===== src/rtl/nn_pkg.sv =====
`default_nettype none
// ============================================================================
// Module      : nn_pkg
// Description : Shared FSM encoding, datapath width and sizing helper for the
//               neuron layer sequencer. NN_BIAS_EN adds one bias term/neuron.
// Revision    : 1.0 - initial release
// ============================================================================
package nn_pkg;

    localparam int DATA_W = 24;

`ifdef NN_BIAS_EN
    localparam int BIAS_TERMS = 1;
`else
    localparam int BIAS_TERMS = 0;
`endif

    typedef enum logic [2:0] {
        ST_IDLE  = 3'd0,
        ST_CLEAR = 3'd1,
        ST_MAC   = 3'd2,
        ST_DRAIN = 3'd3,
        ST_ACT   = 3'd4,
        ST_WRITE = 3'd5
    } state_t;

    function automatic int clog2_min1(input int value);
        return (value > 1) ? $clog2(value) : 1;
    endfunction

endpackage
`default_nettype wire


===== src/rtl/wrap_counter.sv =====
`default_nettype none
// ============================================================================
// Module      : wrap_counter
// Description : Modulo-MODULUS up counter with sync clear, enable and
//               terminal-count flag (high while count == MODULUS-1).
// Revision    : 1.0 - initial release
// ============================================================================
module wrap_counter #(
    parameter int MODULUS = 4,
    parameter int WIDTH   = 2
) (
    input  logic             clk,
    input  logic             rst,
    input  logic             i_clr,
    input  logic             i_en,
    output logic [WIDTH-1:0] o_count,
    output logic             o_tc
);

    localparam logic [WIDTH-1:0] C_LAST = WIDTH'(MODULUS - 1);

    logic [WIDTH-1:0] r_count;

    always_ff @(posedge clk) begin
        if (rst || i_clr) begin
            r_count <= '0;
        end else if (i_en) begin
            r_count <= (r_count == C_LAST) ? '0 : r_count + WIDTH'(1);
        end
    end

    assign o_count = r_count;
    assign o_tc    = (r_count == C_LAST);

endmodule
`default_nettype wire


===== src/rtl/neuron_layer_sequencer.sv =====
`default_nettype none
// ============================================================================
// Module      : neuron_layer_sequencer
// Description : Sequences address/control strobes for one dense layer pass.
//               Define NN_BIAS_EN to append a bias term (adds bias_sel port).
// Revision    : 1.0 - initial release
// ============================================================================
module neuron_layer_sequencer
    import nn_pkg::*;
#(
    parameter  int N_IN   = 4,
    parameter  int N_OUT  = 3,
    localparam int STRIDE = N_IN + BIAS_TERMS,
    localparam int XW     = clog2_min1(N_IN),
    localparam int WW     = clog2_min1(N_OUT * STRIDE),
    localparam int YW     = clog2_min1(N_OUT)
) (
    input  logic          CLK,
    input  logic          reset,
    input  logic          start,
    output logic [XW-1:0] x_addr,
    output logic [WW-1:0] w_addr,
    output logic          acc_clr,
    output logic          acc_en,
    output logic          act_en,
    output logic          y_we,
    output logic [YW-1:0] y_addr,
    output logic          busy,
`ifdef NN_BIAS_EN
    output logic          bias_sel,
`endif
    output logic          done
);

    localparam int TW = clog2_min1(STRIDE);

    state_t          r_state;
    state_t          w_next;
    logic            r_acc_en;
    logic            r_done;
    logic            w_rst;
    logic [TW-1:0]   w_term;
    logic            w_term_tc;
    logic [YW-1:0]   w_neur;
    logic            w_neur_tc;
    logic            w_in_mac;
    logic [WW-1:0]   w_wsum;

    assign w_rst    = ~reset;
    assign w_in_mac = (r_state == ST_MAC);

    wrap_counter #(
        .MODULUS (STRIDE),
        .WIDTH   (TW)
    ) u_term_cnt (
        .clk     (CLK),
        .rst     (w_rst),
        .i_clr   (!w_in_mac),
        .i_en    (w_in_mac),
        .o_count (w_term),
        .o_tc    (w_term_tc)
    );

    wrap_counter #(
        .MODULUS (N_OUT),
        .WIDTH   (YW)
    ) u_neuron_cnt (
        .clk     (CLK),
        .rst     (w_rst),
        .i_clr   (r_state == ST_IDLE),
        .i_en    (r_state == ST_WRITE),
        .o_count (w_neur),
        .o_tc    (w_neur_tc)
    );

    // acc_en trails each MAC address cycle by one to cover memory read latency
    always_ff @(posedge CLK) begin
        if (!reset) begin
            r_state  <= ST_IDLE;
            r_acc_en <= 1'b0;
            r_done   <= 1'b0;
        end else begin
            r_state  <= w_next;
            r_acc_en <= w_in_mac;
            r_done   <= (r_state == ST_WRITE) && w_neur_tc;
        end
    end

    always_comb begin
        w_next = r_state;
        case (r_state)
            ST_IDLE:  if (start) w_next = ST_CLEAR;
            ST_CLEAR: w_next = ST_MAC;
            ST_MAC:   if (w_term_tc) w_next = ST_DRAIN;
            ST_DRAIN: w_next = ST_ACT;
            ST_ACT:   w_next = ST_WRITE;
            ST_WRITE: w_next = w_neur_tc ? ST_IDLE : ST_CLEAR;
            default:  w_next = ST_IDLE;
        endcase
    end

    assign w_wsum = WW'(int'(w_neur) * STRIDE + int'(w_term));

`ifdef NN_BIAS_EN
    logic r_bias_sel;

    always_ff @(posedge CLK) begin
        if (!reset) begin
            r_bias_sel <= 1'b0;
        end else begin
            r_bias_sel <= w_in_mac && w_term_tc;
        end
    end

    assign bias_sel = r_bias_sel;
    // bias term reads no input sample, so hold x_addr at 0 during it
    assign x_addr   = (w_in_mac && !w_term_tc) ? XW'(w_term) : '0;
`else
    assign x_addr   = w_in_mac ? XW'(w_term) : '0;
`endif

    assign w_addr   = w_in_mac ? w_wsum : '0;
    assign acc_clr  = (r_state == ST_CLEAR);
    assign acc_en   = r_acc_en;
    assign act_en   = (r_state == ST_ACT);
    assign y_we     = (r_state == ST_WRITE);
    assign y_addr   = (r_state == ST_WRITE) ? w_neur : '0;
    assign busy     = (r_state != ST_IDLE);
    assign done     = r_done;

endmodule
`default_nettype wire

===== config.mk =====
export PLATFORM = sky130hd
export DESIGN_NAME = neuron_layer_sequencer
export DESIGN_NICKNAME = d
export VERILOG_FILES = /design/src/rtl/nn_pkg.sv /design/src/rtl/wrap_counter.sv /design/src/rtl/neuron_layer_sequencer.sv
export SDC_FILE = /design/constraint.sdc
export NUM_CORES = 1
export LEC_CHECK = 0
export CORE_AREA = 5 5 42 44
export DETAILED_ROUTE_END_ITERATION = 6
export DIE_AREA = 0 0 47 49
export GPL_ROUTABILITY_DRIVEN = 0
export HOLD_SLACK_MARGIN = 0.05
export PLACE_DENSITY = 0.67
export SETUP_SLACK_MARGIN = 0.2
export SYNTH_ARGS = -nofsm -noshare
export SYNTH_HDL_FRONTEND = slang
export SYNTH_HIERARCHICAL = 1
export SYNTH_SLANG_ARGS = --single-unit

===== constraint.sdc =====
create_clock -name CLK -period 1.9 [get_ports CLK]
set_input_delay 0.57 -clock CLK [delete_from_list [all_inputs] [get_ports CLK]]
set_output_delay 0.57 -clock CLK [all_outputs]
set_load 0.03 [all_outputs]

==> impl_results.md <==
- # fillers: 119
- Outcome: complete, no violations
- Port-buffer cells: 16
- Peak supply drop: 0.771 mV
- Ant diodes: 0
- Max_slew headroom: 0.803
- DP HPWL: 726 um
- Seq cells post-synth: 9
- Leading area contributor after synthesis: dfxtp_1
- Clock slew at reported path FFs: roughly 0.060 ns
- Dpl cells: 81
- Vias in the first global route: 500
- Combinational fraction of design power: 0.650
- Final WL: 1320 um
- Crit path capture type: primary output
- Sw frac: 0.341
- Top-area cell type share of the netlist area: 0.373
- Worst setup SP type: register
- Hold buffer count at CTS: 0
- Max Cap Viol: 0
- Final setup fails: 0
- Post-route ant nets: 0
- Global-route wire length before repair: just over 2000 um
- Net Sw Power: ~380 uW
- Layout cell share with drive strength beyond 1: 0.593
- Sequential share of the synthesized area: 0.373
- Crit Path Max Fanout: 6
- Non-Filler Instances: 102
- Area Growth Syn to Fin: 88.9%
- Fin. Hold Viols: 0
- Top_reg_cell synth: dfxtp_1
- # DRC: 0
- Syn Area/Cell: 9.29 um^2
- Max-slew violations: 0
- Standard-cell rows: 14
- Worst slew pin tran: just under 0.3 ns
- Top post-synthesis cells by area: dfxtp_1 (37%), and2_1 (6.5%), nand2b_1 (6.5%), a211oi_2 (5.2%), and3_1 (3.9%)
- Nets@finish: 91
- Worst EP required: 1.33 ns
- Drt pass-1 iters: 2
- Via-per-instance ratio: roughly 5
- Starting DRT DRC Count: 3
- Yosys Warn Count: 6
- Clk buf depth: 2
- Skew-Pair Late Insertion Delay: ~0.25 ns
- Worst hold path type: register to register
- GRT overflow: 0
- Power density over the cells: 1230 mW/mm^2
- Library cells used by synthesis: 25
- Worst EP arrival: between 1 and 1.5 ns
- Fin crit period: between 1.5 and 2 ns
- Clock Skew: 0.00331 ns
- Setup CP Type: register to primary output
- Post-synth top cells: dfxtp_1 (9), and2_1 (5), nand2b_1 (5), and3_1 (3), nor2_1 (3)
- Avg WL per Cell: between 10 and 15 um
- Total track usage: 0.127
- Setup TNS Final: 0 ns
- Clock sink count: 9
- Number of antenna violations at the first check in global routing: 0
- Fraction of power consumed by sequential logic: 0.224
- Vias post-DR: 499
- Starting Density: 0.345
- TritonCTS clock tree: done
- Mapped cell area: ~480 um^2
- H-tree depth: 1
- CTS Buf Count: 3
- Die Span Y: around 49 um
- Leakage Power: slightly above 0.0004 uW
- Mapped Nets: between 50 and 60
- RSZ-0062 raised after global routing: true
- Cell with the most instances after synthesis: dfxtp_1
- Asr flop ratio synth: 0
- Number of enable flip-flop cells after synthesis: 0
- Clk pwr share: 0.127
- Post-Synthesis Cells: 52
- Chip width: about 47 um
- Period Utilization, post-route: 0.957
- FMAX: about 550 MHz
- Ports: 17
- Total core area: roughly 0.0014 mm^2
- Die area: approximately 0.0023 mm^2
- Power Internal: around 740 uW
- Largest net degree at the start of global routing: 10
- Root Driver: clkbuf_4
## path summary, 6_finish.rpt
path,cells after the start,endpoint,slack [ns],startpoint
setup / recovery,4,w_addr[0],0.08,r_state[2]
hold / removal,2,u_term_cnt/o_count[0],0.52,u_term_cnt/o_count[0]
setup reg to reg,10,r_state[0],0.18,r_state[2]
hold reg to reg,2,u_term_cnt/o_count[0],0.52,u_term_cnt/o_count[0]
## logic make-up (layout without fill, tap and decap cells)
logic type / Yosys count / after routing / share of synthesized area
buffers and inverters: 7 / 41 / 0.0751
AO/OA/AOI/OAI: 6 / 6 / 0.117
multiplexers: 1 / 1 / 0.0207
XOR/XNOR: 1 / 1 / 0.0181
adder cells (fa/ha/maj): 1 / 1 / 0.0259
AND/OR/NAND/NOR: 27 / 27 / 0.370
flip-flops: 9 / 9 / 0.373
## final cells by class
cell class	instances	area, um^2	share of cell area
clock buffers	4	26.3	0.0288
repair buffers	34	349	0.383
inverters	3	11.3	0.0123
well taps	16	20.0	0.0219
multi-input cells	36	317	0.347
flip-flops and latches	9	189	0.207
## stage by stage
stage / utilization / area, um^2 / worst slack, ns / total power [uW] / hold WS (ns)
CTS: 0.602 / 843 / 0.0891 / 977 / 0.528
floorplan: - / 504 / 0.128 / 486 / 0.488
detailed placement: 0.450 / 631 / 0.195 / 566 / 0.517
global placement: 0.450 / 631 / 0.211 / 566 / 0.516
finish: 0.651 / 912 / 0.0817 / 1120 / 0.521
global route: 0.651 / 912 / 0.00967 / 1190 / 0.567
## worst max-delay path, cell delays in order (launching register included)
cell and delay, ns:
dfxtp_4 0.36, nor3b_4 0.22, buf_6 0.14, and2_4 0.15, buf_6 0.12
## repair_timing
| item | in CTS | in global routing |
|---|---|---|
| gates resized for setup | 27 | 4 |
| hold endpoints to repair | 0 | 0 |
| cloned | 0 | 1 |
| setup buffers | 12 | 4 |
| pin swaps | 3 | 3 |
| endpoints found under the setup margin | 14 | 13 |
## flip-flops by register name, summed over array words and instances, names as in the netlist
| signal | flops |
|---|---|
| acc_en | 1 |
| done | 1 |
| r_state | 3 |
| u_neuron_cnt/o_count | 2 |
| u_term_cnt/o_count | 2 |
## per-layer routing
layer | share of wire | vias up | wire length [um] | GRT usage
met2 | 0.54 | 14 | 717 | 0.208
met4 | 0 | 0 | 0 | 0.0922
met1 | 0.39 | 243 | 521 | 0.125
met5 | 0 | - | 0 | 0
met3 | 0.064 | 0 | 85 | 0.0443
li1 | - | 242 | - | -
## power groups by stage
stage	Combinational [uW]	Sequential (uW)	Clock (uW)
final	730	251	142
after CTS	578	250	148
after global routing	771	255	164
after detailed placement	308	257	0
after global placement	308	258	0
after floorplan	249	237	0
## layout by cell type (no fill, tap or decap), types with 3 or more instances in the layout
cell / n
and2_4: 4
dfxtp_1: 6
buf_4: 13
buf_6: 15
nand2b_1: 4
clkbuf_4: 3
No activity file was read; power rests on OpenSTA's default activity.
